File: src/rtl/truth_table_sweeper.sv
// truth_table_sweeper
//   Sweeps an N_VARS-bit input vector through every combination. Each vector
//   is held for SETTLE+1 cycles. On the last cycle of each hold it samples two
//   implementations of the same boolean function: a reference and a
//   simplified one. It builds the reference truth table and counts its
//   minterms, and it records equivalence statistics between the two.
//
// Ports
//   clk                 single clock, rising edge
//   rst_n               asynchronous active-low reset
//   start               begin a sweep (accepted only when idle, abort wins)
//   abort               terminate a running sweep, results held
//   fn_ref              reference function output for the applied vec
//   fn_dut              simplified function output for the applied vec
//   vec                 applied input vector (MSB = variable a)
//   busy                high from start acceptance until sweep exit
//   done                one-cycle pulse at sweep completion
//   truth_table         bit i = fn_ref sampled with vec == i
//   minterm_count       number of ones in truth_table
//   mismatch            sticky, any sampled vector where fn_ref != fn_dut
//   mismatch_count      number of differing vectors
//   first_mismatch_idx  lowest differing vector, 0 if none
module truth_table_sweeper #(
  parameter int unsigned N_VARS = 5,
  parameter int unsigned SETTLE = 1
) (
  input  logic                   clk,
  input  logic                   rst_n,
  input  logic                   start,
  input  logic                   abort,
  input  logic                   fn_ref,
  input  logic                   fn_dut,
  output logic [N_VARS-1:0]      vec,
  output logic                   busy,
  output logic                   done,
  output logic [2**N_VARS-1:0]   truth_table,
  output logic [N_VARS:0]        minterm_count,
  output logic                   mismatch,
  output logic [N_VARS:0]        mismatch_count,
  output logic [N_VARS-1:0]      first_mismatch_idx
);

  localparam logic [3:0] SETTLE_LAST = 4'(SETTLE - 1);

  typedef enum logic [1:0] {
    S_IDLE,
    S_SETTLE,
    S_SAMPLE,
    S_DONE
  } state_t;

  state_t     state, state_nx;
  logic [3:0] settle_cnt;
  logic       accept;
  logic       last_vec;
  logic       differ;

  assign accept   = (state == S_IDLE) && start && !abort;
  assign last_vec = (vec == '1);
  assign differ   = fn_ref ^ fn_dut;

  // busy and done are pure state decodes, so reset clears them immediately
  assign busy = (state != S_IDLE);
  assign done = (state == S_DONE);

  always_ff @(posedge clk or negedge rst_n) begin
    if (!rst_n) state <= S_IDLE;
    else        state <= state_nx;
  end

  always_comb begin
    state_nx = state;
    case (state)
      S_IDLE:   if (accept) state_nx = S_SETTLE;
      S_SETTLE: begin
        if (abort)                           state_nx = S_IDLE;
        else if (settle_cnt == SETTLE_LAST)  state_nx = S_SAMPLE;
      end
      S_SAMPLE: begin
        if (abort)         state_nx = S_IDLE;
        else if (last_vec) state_nx = S_DONE;
        else               state_nx = S_SETTLE;
      end
      S_DONE:   state_nx = S_IDLE;
      default:  state_nx = S_IDLE;
    endcase
  end

  always_ff @(posedge clk or negedge rst_n) begin
    if (!rst_n) begin
      vec                <= '0;
      settle_cnt         <= '0;
      truth_table        <= '0;
      minterm_count      <= '0;
      mismatch           <= 1'b0;
      mismatch_count     <= '0;
      first_mismatch_idx <= '0;
    end else begin
      case (state)
        S_IDLE: begin
          if (accept) begin
            vec                <= '0;
            settle_cnt         <= '0;
            truth_table        <= '0;
            minterm_count      <= '0;
            mismatch           <= 1'b0;
            mismatch_count     <= '0;
            first_mismatch_idx <= '0;
          end
        end
        S_SETTLE: begin
          if (!abort) settle_cnt <= settle_cnt + 4'd1;
        end
        S_SAMPLE: begin
          // an abort landing on the sample cycle discards that vector
          if (!abort) begin
            truth_table[vec] <= fn_ref;
            minterm_count    <= minterm_count + (N_VARS+1)'(fn_ref);
            if (differ) begin
              mismatch_count <= mismatch_count + (N_VARS+1)'(1);
              mismatch       <= 1'b1;
              if (!mismatch) first_mismatch_idx <= vec;
            end
            if (!last_vec) begin
              vec        <= vec + N_VARS'(1);
              settle_cnt <= '0;
            end
          end
        end
        default: ;
      endcase
    end
  end

endmodule

File: config.mk
export PLATFORM = sky130hd
export DESIGN_NAME = truth_table_sweeper
export DESIGN_NICKNAME = d
export VERILOG_FILES = /design/src/rtl/truth_table_sweeper.sv
export SDC_FILE = /design/constraint.sdc
export NUM_CORES = 1
export LEC_CHECK = 0
export CAP_MARGIN = 40
export CORE_ASPECT_RATIO = 0.8
export CORE_UTILIZATION = 40
export CTS_BUF_LIST = sky130_fd_sc_hd__clkbuf_16
export CTS_CLUSTER_DIAMETER = 60
export DETAILED_ROUTE_END_ITERATION = 8
export HOLD_SLACK_MARGIN = 0.12
export PLACE_DENSITY = 0.7
export SYNTH_ARGS = -nofsm -noshare
export SYNTH_HDL_FRONTEND = slang
export SYNTH_SLANG_ARGS = --single-unit
File: constraint.sdc
create_clock -name clk -period 2.9 [get_ports clk]
set_input_delay 0.435 -clock clk [delete_from_list [all_inputs] [get_ports clk]]
set_output_delay 0.435 -clock clk [all_outputs]
set_load 0.005 [all_outputs]
Word level (Yosys, flattened, before mapping)
Cells that the tools add are included.
{"block": "totals", "regBits": 61, "in_bits": 6, "output_inout_bits": 57, "wordCells": 76}
{"block": "classes", "n_addsub": 4, "magnitude_cmp": 2, "n_eq_ne": 11, "muxes": 35, "n_bitwise": 1, "n_reduce_logical": 15}
{"operator": "two-way mux 32 bit", "n": 2}
{"operator": "case mux 32 bit (2 select lines)", "n": 1}
{"operator": "bitwise mux 32 bit", "n": 1}
{"operator": "two-way mux 5 bit", "n": 6}
{"operator": "two-way mux 6 bit", "n": 4}
{"operator": "case mux 6 bit (2 select lines)", "n": 2}
{"operator": "case mux 5 bit (2 select lines)", "n": 2}
{"operator": "two-way mux 4 bit", "n": 4}
{"operator": "!= test 2 bit (second input constant)", "n": 6}
{"operator": "case mux 4 bit (3 select lines)", "n": 1}
{"operator": "two-way mux 2 bit", "n": 5}
{"operator": "AND reduction 5 bit", "n": 2}
{"operator": "case mux 2 bit (4 select lines)", "n": 1}
{"operator": "AND reduction 4 bit", "n": 2}
{"operator": "adder 6 x 1 -> 6 bit", "n": 1}
{"operator": "adder 6 x 1 -> 6 bit (second input constant)", "n": 1}
{"operator": "< comparator 5 x 6 -> 1 bit (second input constant)", "n": 1}
{"operator": "adder 5 x 1 -> 5 bit (second input constant)", "n": 1}
{"operator": "demux 1 bit (select 5 bit)", "n": 1}
{"operator": "== test 5 bit (second input constant)", "n": 1}
{"operator": ">= comparator 5 x 1 -> 1 bit (second input constant)", "n": 1}
{"operator": "adder 4 x 1 -> 4 bit (second input constant)", "n": 1}
{"operator": "== test 2 bit (second input constant)", "n": 2}
{"operator": "logical NOT 4 bit", "n": 1}
{"operator": "12 further kinds", "n": 18}

Logic depth before layout (Yosys ltp)
Gate-level depths: netlist (run 1).
{"block": "logic_depth", "word_depth": 7, "depth_mapped": 9, "mapped_depth_nobuf": 7}

Least setup slack after synthesis (run 1)
Ideal clock, no wire load.
{"block": "synth_path", "kind": "register to register", "startpoint": "register vec[0]", "endpoint": "register vec[2]", "setup_time_ps": 83, "arrival_ps": 1874, "t_required_ps": 2817, "slack_ps": 943, "stages_incl_launch_ff": 10, "path_buffers": 2, "period_less_slack_ps": 1957, "path_cell_list": "dfrtp_1 ha_1 clkbuf_1 and3_1 ha_1 nand2_1 and3_1 clkbuf_1 nand2_1 o21ai_0"}
{"block": "synth_between", "elab_chain_len": 4, "elab_cells_between_ends": 7, "classes_between": "add/sub: 1; eq/ne: 2; mux: 3; reduce/logical: 1"}
{"element": "from (decl)", "line": "33", "text": "output logic [N_VARS-1:0] vec,"}
{"element": "from (signal assigned)", "line": "125", "text": "vec <= vec + N_VARS'(1);"}
{"element": "adder 5 x 1 -> 5 bit", "line": "125"}
{"element": "two-way mux 5 bit", "line": "124", "text": "if (!last_vec) begin"}
{"element": "two-way mux 5 bit", "line": "116", "text": "if (!abort) begin"}
{"element": "case mux 5 bit (2 select lines)", "line": "99", "text": "case (state)"}
Several ways; a longest one is shown, not always the timed one. The select of a mux whose other input is x is not followed.
A chain may end at the register's enable or synchronous reset.

Final worst setup path (run 1)
{"block": "layout_path", "startpoint": "register vec[0]", "endpoint": "register settle_cnt[1]"}
{"block": "layout_between", "elab_chain_len": 3}
{"element": "== test 5 bit", "line": "59", "text": "assign last_vec = (vec == '1);"}
{"element": "!= test 2 bit (no source line)"}
{"element": "AND reduction 5 bit (no source line)"}
{"element": "to (signal assigned)", "line": "112", "text": "if (!abort) settle_cnt <= settle_cnt + 4'd1;"}
{"element": "to (decl)", "line": "53", "text": "logic [3:0] settle_cnt;"}
No other way between the ends.

==> results of run 1 <==
stage by stage:
stage / setup slack, ns / std cells / util (%)
2_1_floorplan: 0.9432 / 322 / -
3_3_place_gp: 0.6743 / 472 / 50.76
3_5_place_dp: 0.6452 / 472 / 50.76
4_1_cts: 0.8042 / 488 / 55.25
5_1_grt: 0.6069 / 488 / 55.25
6_report: 0.7814 / 488 / 55.25
cells in the mapped netlist (2+ instances only):
| library cell | n |
|---|---|
| and3_1 | 5 |
| clkbuf_1 | 12 |
| ha_1 | 10 |
| nand3_1 | 35 |
| and3b_1 | 2 |
| buf_4 | 4 |
| or3_1 | 2 |
| nor2_1 | 13 |
| inv_1 | 8 |
| buf_2 | 3 |
| mux2i_1 | 33 |
| nor2b_1 | 3 |
| nand2b_1 | 8 |
| xnor2_1 | 4 |
| o31ai_1 | 2 |
| nor3b_1 | 2 |
| buf_6 | 5 |
| dfrtp_1 | 61 |
| xor2_1 | 4 |
| a22o_1 | 5 |
| nand2_1 | 54 |
| nand4_1 | 5 |
| a21oi_1 | 8 |
| nor2_2 | 2 |
| and2_1 | 2 |
| o21ai_0 | 13 |
placed cells by master, fill, tap and decap left out, types with 2 or more instances in the layout:
master | Yosys | final
buf_4 | 4 | 7
nand2_1 | 54 | 54
inv_1 | 8 | 8
a21oi_1 | 8 | 8
a22o_1 | 5 | 5
mux2i_1 | 33 | 33
nand3_1 | 35 | 35
xor2_1 | 4 | 4
bufinv_16 | 0 | 3
xnor2_1 | 4 | 4
nand4_1 | 5 | 5
or3_1 | 2 | 2
and3_1 | 5 | 5
clkdlybuf4s50_1 | 0 | 61
nor2b_1 | 3 | 3
nand2b_1 | 8 | 8
ha_1 | 10 | 10
dfrtp_1 | 61 | 61
and3b_1 | 2 | 2
nor2_1 | 13 | 13
o21ai_0 | 13 | 13
and2_1 | 2 | 2
nor2_2 | 2 | 2
o31ai_1 | 2 | 2
clkinv_1 | 0 | 2
clkbuf_16 | 0 | 9
nor3b_1 | 2 | 2
layer usage:
metal / GRT usage [%] / vias up / part of all wire (%)
met5: 0 / - / 0
met4: 4.203 / 0 / 0.40
met3: 6.298 / 4 / 4.9
met2: 30.95 / 73 / 45
met1: 27.52 / 1254 / 50
li1: - / 1217 / -
flip-flops by register name, summed over array words and instances, names as in the netlist:
register,cells
minterm_count,6
state,2
first_mismatch_idx,5
mismatch_count,6
settle_cnt,4
mismatch,1
vec,5
truth_table,32
cell families (layout without fill, tap and decap cells):
kind of cell	after synthesis	after routing	synth area share (%)
buf+inv	32	93	5.575
mux	33	33	10.44
simple gates	147	147	23.69
flops	61	61	48.24
compound gates	31	31	5.892
fa+ha+maj	10	10	3.954
xor+xnor	8	8	2.214
power breakdown:
| group | internal [mW] | switching (mW) | total [mW] |
|---|---|---|---|
| clock network | 0.826 | 0.360 | 1.19 |
| registers | 0.877 | 0.0361 | 0.913 |
| logic | 0.0980 | 0.150 | 0.248 |
| total | 1.80 | 0.547 | 2.35 |
how the worst min path moves through the flow:
stage                                  endpoint                  start  slack [ns]  depth (start not counted)
after floorplan           first_mismatch_idx[0]                  rst_n        0.14                          0
after global placement    first_mismatch_idx[1]                  rst_n        0.40                          1
after detailed placement  first_mismatch_idx[1]                  rst_n        0.40                          1
after CTS                        truth_table[2]         truth_table[2]        0.51                          1
after global routing      first_mismatch_idx[3]  first_mismatch_idx[3]        0.55                          2
final                            truth_table[2]         truth_table[2]        0.51                          1
cell type report:
type | count | share of cell area, %
multi-input combinational | 229 | 35.27
clock inverter | 6 | 2.465
tap | 105 | 3.157
sequential | 61 | 36.68
inverter | 8 | 0.7216
clock buffer | 9 | 5.412
timing repair buffer | 70 | 16.30
==> flow_metrics.env, run 1 <==
export IMPL_status="completed"
export IMPL_track_usage_pct=19.99
export IMPL_crit_chain="ha_1 -> and3_1 -> ha_1 -> o21ai_0 -> nand3b_1 -> a22o_1"
export IMPL_min_period_ns=2.119
export IMPL_synth_avg_cell_area_um2=9.827
export IMPL_peakVddDrop_mv=0.2715
export IMPL_r2r_end="settle_cnt[1]"
export IMPL_end_kind="register"
export IMPL_crit_start="vec[0]"
export IMPL_dp_hpwl_um=5020
export IMPL_cts_max_path_buffers=2
export IMPL_r2r_start="vec[0]"
export IMPL_timing_hold_ws_ns=0.5088
export IMPL_synth_area_leaders="dfrtp_1 (48%), mux2i_1 (10%), nand2_1 (6.4%)"
export IMPL_leakage_nw=1.934
export IMPL_ys_async_sr_fraction_pct=100.0
export IMPL_cts_repair_resized=0
export IMPL_rsz0062_at_grt="false"
export IMPL_die_area_um2=8272
export IMPL_multi_input_area_um2=1468
export IMPL_core_area_um2=7532
export IMPL_grt_ovfl_total=0
export IMPL_synth_top_flop_cell="dfrtp_1"
export IMPL_drc=0
export IMPL_cts_tree="done"
export IMPL_crit_path_max_fanout=12
export IMPL_pwr_density_cell_nw_per_um2=564.0
export IMPL_synth_top_area_cell="dfrtp_1"
export IMPL_cts_hold_buffers=1
export IMPL_die_w_um=101.4
export IMPL_dpl_instance_area_um2=3824
export IMPL_gp_congestion=0.7786
export IMPL_ys_seq_area_share_pct=48.24
export IMPL_die_h_um=81.55
export IMPL_synthCells=322
export IMPL_initialDrtViolationCount=143
export IMPL_fmax_ghz=0.4720
export IMPL_clk_latency_ns=0.32
export IMPL_grt_pass1_vias=2526
export IMPL_reg2reg_depth=6
export IMPL_port_buffers=62
export IMPL_drv_cap=0
export IMPL_wl_per_cell_um=15.28
export IMPL_clock_sinks=61
export IMPL_clockRootBuffer="clkbuf_16"
export IMPL_antenna_found_initial=0
export IMPL_wl_um=7459
export IMPL_slew_headroom_pct=62.86
export IMPL_cpMostUsedCell="ha_1"
export IMPL_crit_arrival_ns=2.33
export IMPL_path_class="register to register"
export IMPL_cp_slowest_cell="dfrtp_1"
export IMPL_numCtsBuffers=9
export IMPL_p_total_mw=2.347
export IMPL_start_kind="register"
export IMPL_hold_violations=0
export IMPL_clkTransAtPathRegs_ns=0.05
export IMPL_vias=2548
export IMPL_worst_path_buf_inv=0
export IMPL_finalSetupTns_ns=0
export IMPL_path_depth=6
export IMPL_initial_utilization_pct=42.01
export IMPL_synth_edff_count=0
export IMPL_report_final_slew_viol_count=0
export IMPL_synth_nets=338
export IMPL_htree_num_levels=3
export IMPL_worst_clock_skew_ns=0.003362
export IMPL_yosys_warnings=0
export IMPL_cpLargestDelayFamily="adder cells"
export IMPL_cp_endpoint="settle_cnt[1]"
export IMPL_syn2layout_area_growth_pct=31.51
export IMPL_row_count=28
export IMPL_diodes=0
export IMPL_grt_pass1_wl_um=12590
export IMPL_fillers=662
export IMPL_ys_types=43
export IMPL_post_route_period_util_pct=73.05
export IMPL_seqCellArea_um2=1526
export IMPL_cp_slowest_stage_delay_ns=0.46
export IMPL_mappedNetlistArea_um2=3164
export IMPL_ios=63
export IMPL_stdcell_area_um2=4161
export IMPL_vias_per_cell=5.221
export IMPL_holdCritPathClass="register to register"
export IMPL_cts_post_setup_buffers_inserted=0
export IMPL_rrSetupSlack_ns=0.78
export IMPL_synthDominantCellAreaShare_pct=48.24
export IMPL_grt_max_degree=44
export IMPL_setup_viol=0
export IMPL_drive_gt1_share_pct=7.311
export IMPL_drt_pre_antenna_iters=4
export IMPL_crit_required_ns=3.11
export IMPL_finalNetCount=395
export IMPL_ant_nets=0
export IMPL_worst_pin_slew_ns=0.5571
export IMPL_synth_seq_cells=61
Note: power is estimated with default switching activity, not from simulation.
==> inputs of run 2 (changes only) <==
clock period = 2.15 ns   (was 2.9 ns; I/O delays follow)
==> run 2 against run 1 <==
  * Sequential share of layout area shrank 0.21 points
  * Final cell count is 1.2% higher
  * Critical path depth is 4 lower
  * Register-to-register slack worse by 0.53 ns
  * Setup slack got worse by 0.56 ns
  * First-iteration DRC count rose by 5.6%
  * Combinational power is 43% higher
  * Non-clock buffer count rose by 6
  * Largest power group unchanged
  * Via count decreased by 0.75%
  * Global-route usage is 0.22 points higher
  * Sequential power grew 34%
  * Die area unchanged
==> flow_metrics.env, run 2 (synthesis gave the netlist of run 1 again) <==
export IMPL_status="completed"
export IMPL_ios=63
export IMPL_p_int_mw=2.203
export IMPL_initialDrtViolationCount=151
export IMPL_die_area_um2=8272
export IMPL_antenna_found_initial=0
export IMPL_pwr_density_cell_nw_per_um2=706.2
export IMPL_grt_ovfl_total=0
export IMPL_worst_pin_slew_ns=0.6004
export IMPL_holdCritPathClass="register to register"
export IMPL_p_total_mw=2.955
export IMPL_grt_max_degree=38
export IMPL_crit_required_ns=1.83
export IMPL_drc=0
export IMPL_end_kind="primary output"
export IMPL_setup_viol=0
export IMPL_wl_um=7445
export IMPL_final_util_pct=55.56
export IMPL_wl_per_cell_um=15.07
export IMPL_vias_per_cell=5.119
export IMPL_p_comb_share_pct=12.0
export IMPL_syn2layout_area_growth_pct=32.27
export IMPL_initial_utilization_pct=42.01
export IMPL_fmax_ghz=0.5192
export IMPL_die_w_um=101.4
export IMPL_gp_congestion=0.8606
export IMPL_seq_power_share_pct=41.4
export IMPL_switching_share_pct=25.47
export IMPL_wl_met1_um=3682
export IMPL_hold_depth=1
export IMPL_hold_violations=0
export IMPL_top_regs="truth_table (32), minterm_count (6), mismatch_count (6)"
export IMPL_path_class="register to primary output"
export IMPL_core_area_um2=7532
export IMPL_track_usage_pct=20.21
export IMPL_row_count=28
export IMPL_cts_tree="done"
export IMPL_top_register="truth_table"
export IMPL_diodes=0
export IMPL_hold_path_startpoint="truth_table[3]"
export IMPL_vias=2529
export IMPL_dr_max_layer_used="met4"
export IMPL_leakage_nw=1.946
export IMPL_peakVddDrop_mv=0.3208
export IMPL_reg2reg_depth=7
export IMPL_r2r_end="settle_cnt[2]"
export IMPL_min_period_ns=1.926
export IMPL_rrSetupSlack_ns=0.25
export IMPL_die_h_um=81.55
export IMPL_worst_clock_skew_ns=0.008572
export IMPL_wl_met3_um=352
export IMPL_min_to="truth_table[3]"
export IMPL_slew_headroom_pct=59.97
export IMPL_post_route_period_util_pct=89.59
export IMPL_clockRootBuffer="clkbuf_16"
export IMPL_clk_latency_ns=0.33
export IMPL_cts_repair_resized=0
export IMPL_r2r_start="vec[1]"
export IMPL_drv_cap=0
export IMPL_finalSetupTns_ns=0
export IMPL_clkPwrFrac_pct=46.5
export IMPL_met2WireLength_um=3295
export IMPL_clkTransAtPathRegs_ns=0.05
export IMPL_largest_reg_flops=32
export IMPL_rsz0062_at_grt="false"
export IMPL_numCtsBuffers=9
export IMPL_fillers=675
export IMPL_crit_arrival_ns=1.60
export IMPL_dp_hpwl_um=4962
export IMPL_clock_sinks=61
export IMPL_drt_pre_antenna_iters=5
export IMPL_ant_nets=0
export IMPL_grt_pass1_vias=2490
export IMPL_switching_power_uw=752.7
export IMPL_drive_gt1_share_pct=8.483
export IMPL_grt_pass1_wl_um=12520
export IMPL_report_final_slew_viol_count=0
export IMPL_htree_num_levels=3
export IMPL_start_kind="register"
export IMPL_crit_path_max_fanout=10
export IMPL_final_cell_mix="dfrtp_1 (61), clkdlybuf4s50_1 (61), nand2_1 (54)"
export IMPL_finalNetCount=401
export IMPL_port_buffers=62
export IMPL_cts_max_path_buffers=2
[run 2: cell types whose count changed in the layout (fill, tap and decap cells not counted), sizes merged]
cell / before / now
bufinv: 3 / 1
buf: 8 / 14
clkinv: 3 / 2
inv: 8 / 9
clkinvlp: 0 / 2
[run 2: routing by layer]
| metal | track usage [%] | vias to the layer above |
|---|---|---|
| li1 | - | 1224 |
| met1 | 27.56 | 1231 |
| met2 | 31.02 | 64 |
| met3 | 5.617 | 10 |
| met4 | 6.957 | 0 |
| met5 | 0 | - |
[run 2: worst max-delay path, stage by stage, from the launching register on]
cell,delay [ns]
dfrtp_1,0.57
or2_4,0.21
clkdlybuf4s50_1,0.49
[run 2: cell type report]
cell class | instances | area, µm² | share of cell area, %
flip-flops and latches | 61 | 1526 | 36.47
multi-input cells | 229 | 1468 | 35.07
repair buffers | 76 | 748.2 | 17.88
clock buffers | 9 | 225.2 | 5.381
well taps | 105 | 131.4 | 3.139
clock inverters | 6 | 56.30 | 1.345
inverters | 8 | 30.03 | 0.7175
[run 2: timing repair]
action                                 CTS  global route
setup buffers                            0             0
hold buffers                             1             0
setup endpoints to repair                0             0
endpoints found under the hold margin   25             0
[run 2: worst max-delay path by stage]
| stage | startpoint | to | slack (ns) | depth (start not counted) |
|---|---|---|---|---|
| 2_1_floorplan | vec[0] | vec[2] | 0.19 | 9 |
| 3_3_place_gp | start | mismatch_count[5] | 0.18 | 5 |
| 3_5_place_dp | start | mismatch_count[5] | 0.12 | 5 |
| 4_1_cts | state[0] | busy | 0.21 | 2 |
| 5_1_grt | vec[1] | settle_cnt[2] | 0.09 | 7 |
| 6_report | state[0] | busy | 0.22 | 2 |
[run 2: power groups by stage]
stage	combinational (mW)	sequential [mW]	clock, mW
CTS	0.358	1.22	1.40
global placement	0.350	1.24	0
floorplan	0.229	1.23	0
detailed placement	0.355	1.24	0
global route	0.393	1.23	1.45
finish	0.355	1.22	1.38
[run 2: metrics by stage]
| stage | instances | instance area (µm²) | setup slack [ns] | hold slack, ns |
|---|---|---|---|---|
| finish | 494 | 4185 | 0.2238 | 0.4986 |
| global route | 494 | 4185 | 0.08556 | 0.5200 |
| CTS | 494 | 4185 | 0.2077 | 0.5051 |
| detailed placement | 478 | 3894 | 0.1202 | 0.3751 |
| global placement | 478 | 3894 | 0.1763 | 0.3614 |
| floorplan | 322 | 3164 | 0.1932 | 0.02691 |
==> inputs of run 3 (changes only) <==
CORE_MARGIN = 10   (was default)
CORE_UTILIZATION = 52   (was 40)
PLACE_DENSITY = 0.85   (was 0.7)
==> run 3 against run 2 <==
  * Maximum frequency down 1.9%
  * Total power increased by 4.0%
  * Register-to-register slack barely moved
  * Sequential cell count did not move
  * Routed wire length up 9.1%
  * Cell area down 0.33%
  * Clock power up 8%
  * Final cell count fell by 4.3%
  * Sequential power about the same
==> flow_metrics.env, run 3 (synthesis gave the netlist of run 1 again) <==
export IMPL_status="completed"
export IMPL_slew_headroom_pct=62.81
export IMPL_placedCellCount=456
export IMPL_pwr_density_cell_nw_per_um2=736.6
export IMPL_path_class="register to primary output"
export IMPL_initialDrtViolationCount=194
export IMPL_die_w_um=107.2
export IMPL_grt_ovfl_total=0
export IMPL_post_route_period_util_pct=91.29
export IMPL_worst_clock_skew_ns=0.007608
export IMPL_crit_required_ns=1.83
export IMPL_cp_slowest_cell="dfrtp_1"
export IMPL_ant_nets=0
export IMPL_cts_tree="done"
export IMPL_top_register="truth_table"
export IMPL_top_regs="truth_table (32), minterm_count (6), mismatch_count (6)"
export IMPL_report_final_slew_viol_count=0
export IMPL_syn2layout_area_growth_pct=31.83
export IMPL_cts_repair_resized=0
export IMPL_holdCritPathClass="input pin to asynchronous set/reset pin"
export IMPL_vias=2618
export IMPL_die_h_um=89.77
export IMPL_clkTransAtPathRegs_ns=0.05
export IMPL_antenna_found_initial=0
export IMPL_cp_slowest_stage_delay_ns=0.60
export IMPL_initial_utilization_pct=53.52
export IMPL_finalSetupTns_ns=0
export IMPL_grt_max_degree=34
export IMPL_finalNetCount=403
export IMPL_vias_per_cell=5.535
export IMPL_grt_pass1_vias=2605
export IMPL_largest_reg_flops=32
export IMPL_clockRootBuffer="clkbuf_16"
export IMPL_track_usage_pct=17.28
export IMPL_min_period_ns=1.963
export IMPL_clock_sinks=61
export IMPL_row_count=25
export IMPL_wl_um=8124
export IMPL_cpLargestDelayFamily="flip-flops"
export IMPL_final_cell_mix="dfrtp_1 (61), clkdlybuf4s50_1 (61), nand2_1 (54)"
export IMPL_clk_latency_ns=0.33
export IMPL_die_area_um2=9625
export IMPL_crit_path_max_fanout=10
export IMPL_wl_per_cell_um=17.18
export IMPL_dp_hpwl_um=5529
export IMPL_gp_congestion=0.7766
export IMPL_crit_arrival_ns=1.64
export IMPL_port_buffers=62
export IMPL_htree_num_levels=3
export IMPL_worst_pin_slew_ns=0.5536
export IMPL_end_kind="primary output"
export IMPL_grt_pass1_wl_um=13410
export IMPL_worst_path_buf_inv=1
export IMPL_hold_violations=0
export IMPL_peakVddDrop_mv=0.5399
export IMPL_cts_max_path_buffers=2
export IMPL_crit_chain="or2_4 -> clkdlybuf4s50_1"
export IMPL_rsz0062_at_grt="false"
export IMPL_drive_gt1_share_pct=9.439
export IMPL_fmax_ghz=0.5095
export IMPL_drc=0
export IMPL_setup_viol=0
export IMPL_numCtsBuffers=9
export IMPL_ios=63
export IMPL_drv_cap=0
export IMPL_leakage_nw=1.977
export IMPL_diodes=0
export IMPL_core_area_um2=5912
export IMPL_stdcell_count=473
export IMPL_start_kind="register"
export IMPL_drt_pre_antenna_iters=6
-- run 3: cell count changes in the layout (fill, tap and decap cells not counted), moves of 2 or more --
| cell | before | now |
|---|---|---|
| clkinv_1 | 2 | 0 |
| buf_12 | 2 | 0 |
| buf_4 | 11 | 15 |
| clkinvlp_4 | 2 | 0 |
| clkinv_2 | 0 | 3 |
-- run 3: cell type report --
type	count	area, µm²
clock buffers	9	225.2
clock inverters	7	82.58
well taps	81	101.3
inverters	8	30.03
repair buffers	78	738.2
flip-flops and latches	61	1526
multi-input cells	229	1468
fillers	415	1740
-- run 3: layer usage --
metal | GRT usage, % | share of wire [%] | vias up
li1 | - | - | 1237
met1 | 21.45 | 43 | 1272
met2 | 26.12 | 46 | 97
met4 | 6.644 | 1.8 | 0
met3 | 6.990 | 8.6 | 12
met5 | 0 | 0 | -
-- run 3: worst paths after layout --
check	cells after the start	slack (ns)	startpoint	endpoint
max reg2reg	7	0.25	vec[0]	settle_cnt[2]
min	2	0.50	rst_n	truth_table[23]
min in group clk	1	0.51	truth_table[1]	truth_table[1]
min reg2reg	1	0.51	truth_table[1]	truth_table[1]
max	2	0.19	state[0]	busy
max in group asynchronous	3	0.95	rst_n	state[1]
-- run 3: where the power goes --
group	total (mW)	leakage (nW)	switching, mW	internal [mW]
Combinational	0.358	0.968	0.214	0.143
Clock	1.49	0.162	0.488	0.998
Sequential	1.23	0.847	0.0470	1.18
Total	3.07	1.98	0.749	2.32
-- run 3: what timing repair did --
item,4_1_cts,5_1_grt
hold buffers,1,0
endpoints found under the setup margin,0,0
hold endpoints to repair,20,0
buffers inserted,0,0
-- run 3: through the flow --
step	total power, mW	instance area, µm²	util [%]	hold WS (ns)	setup slack (ns)
after floorplan	1.459	3164	-	0.02691	0.1932
after global placement	1.585	3854	65.19	0.3013	0.2554
after detailed placement	1.598	3854	65.19	0.3100	0.1426
after CTS	3.080	4172	70.56	0.5066	0.1969
after global routing	3.186	4172	70.56	0.5195	0.1059
final	3.073	4172	70.56	0.5008	0.1873
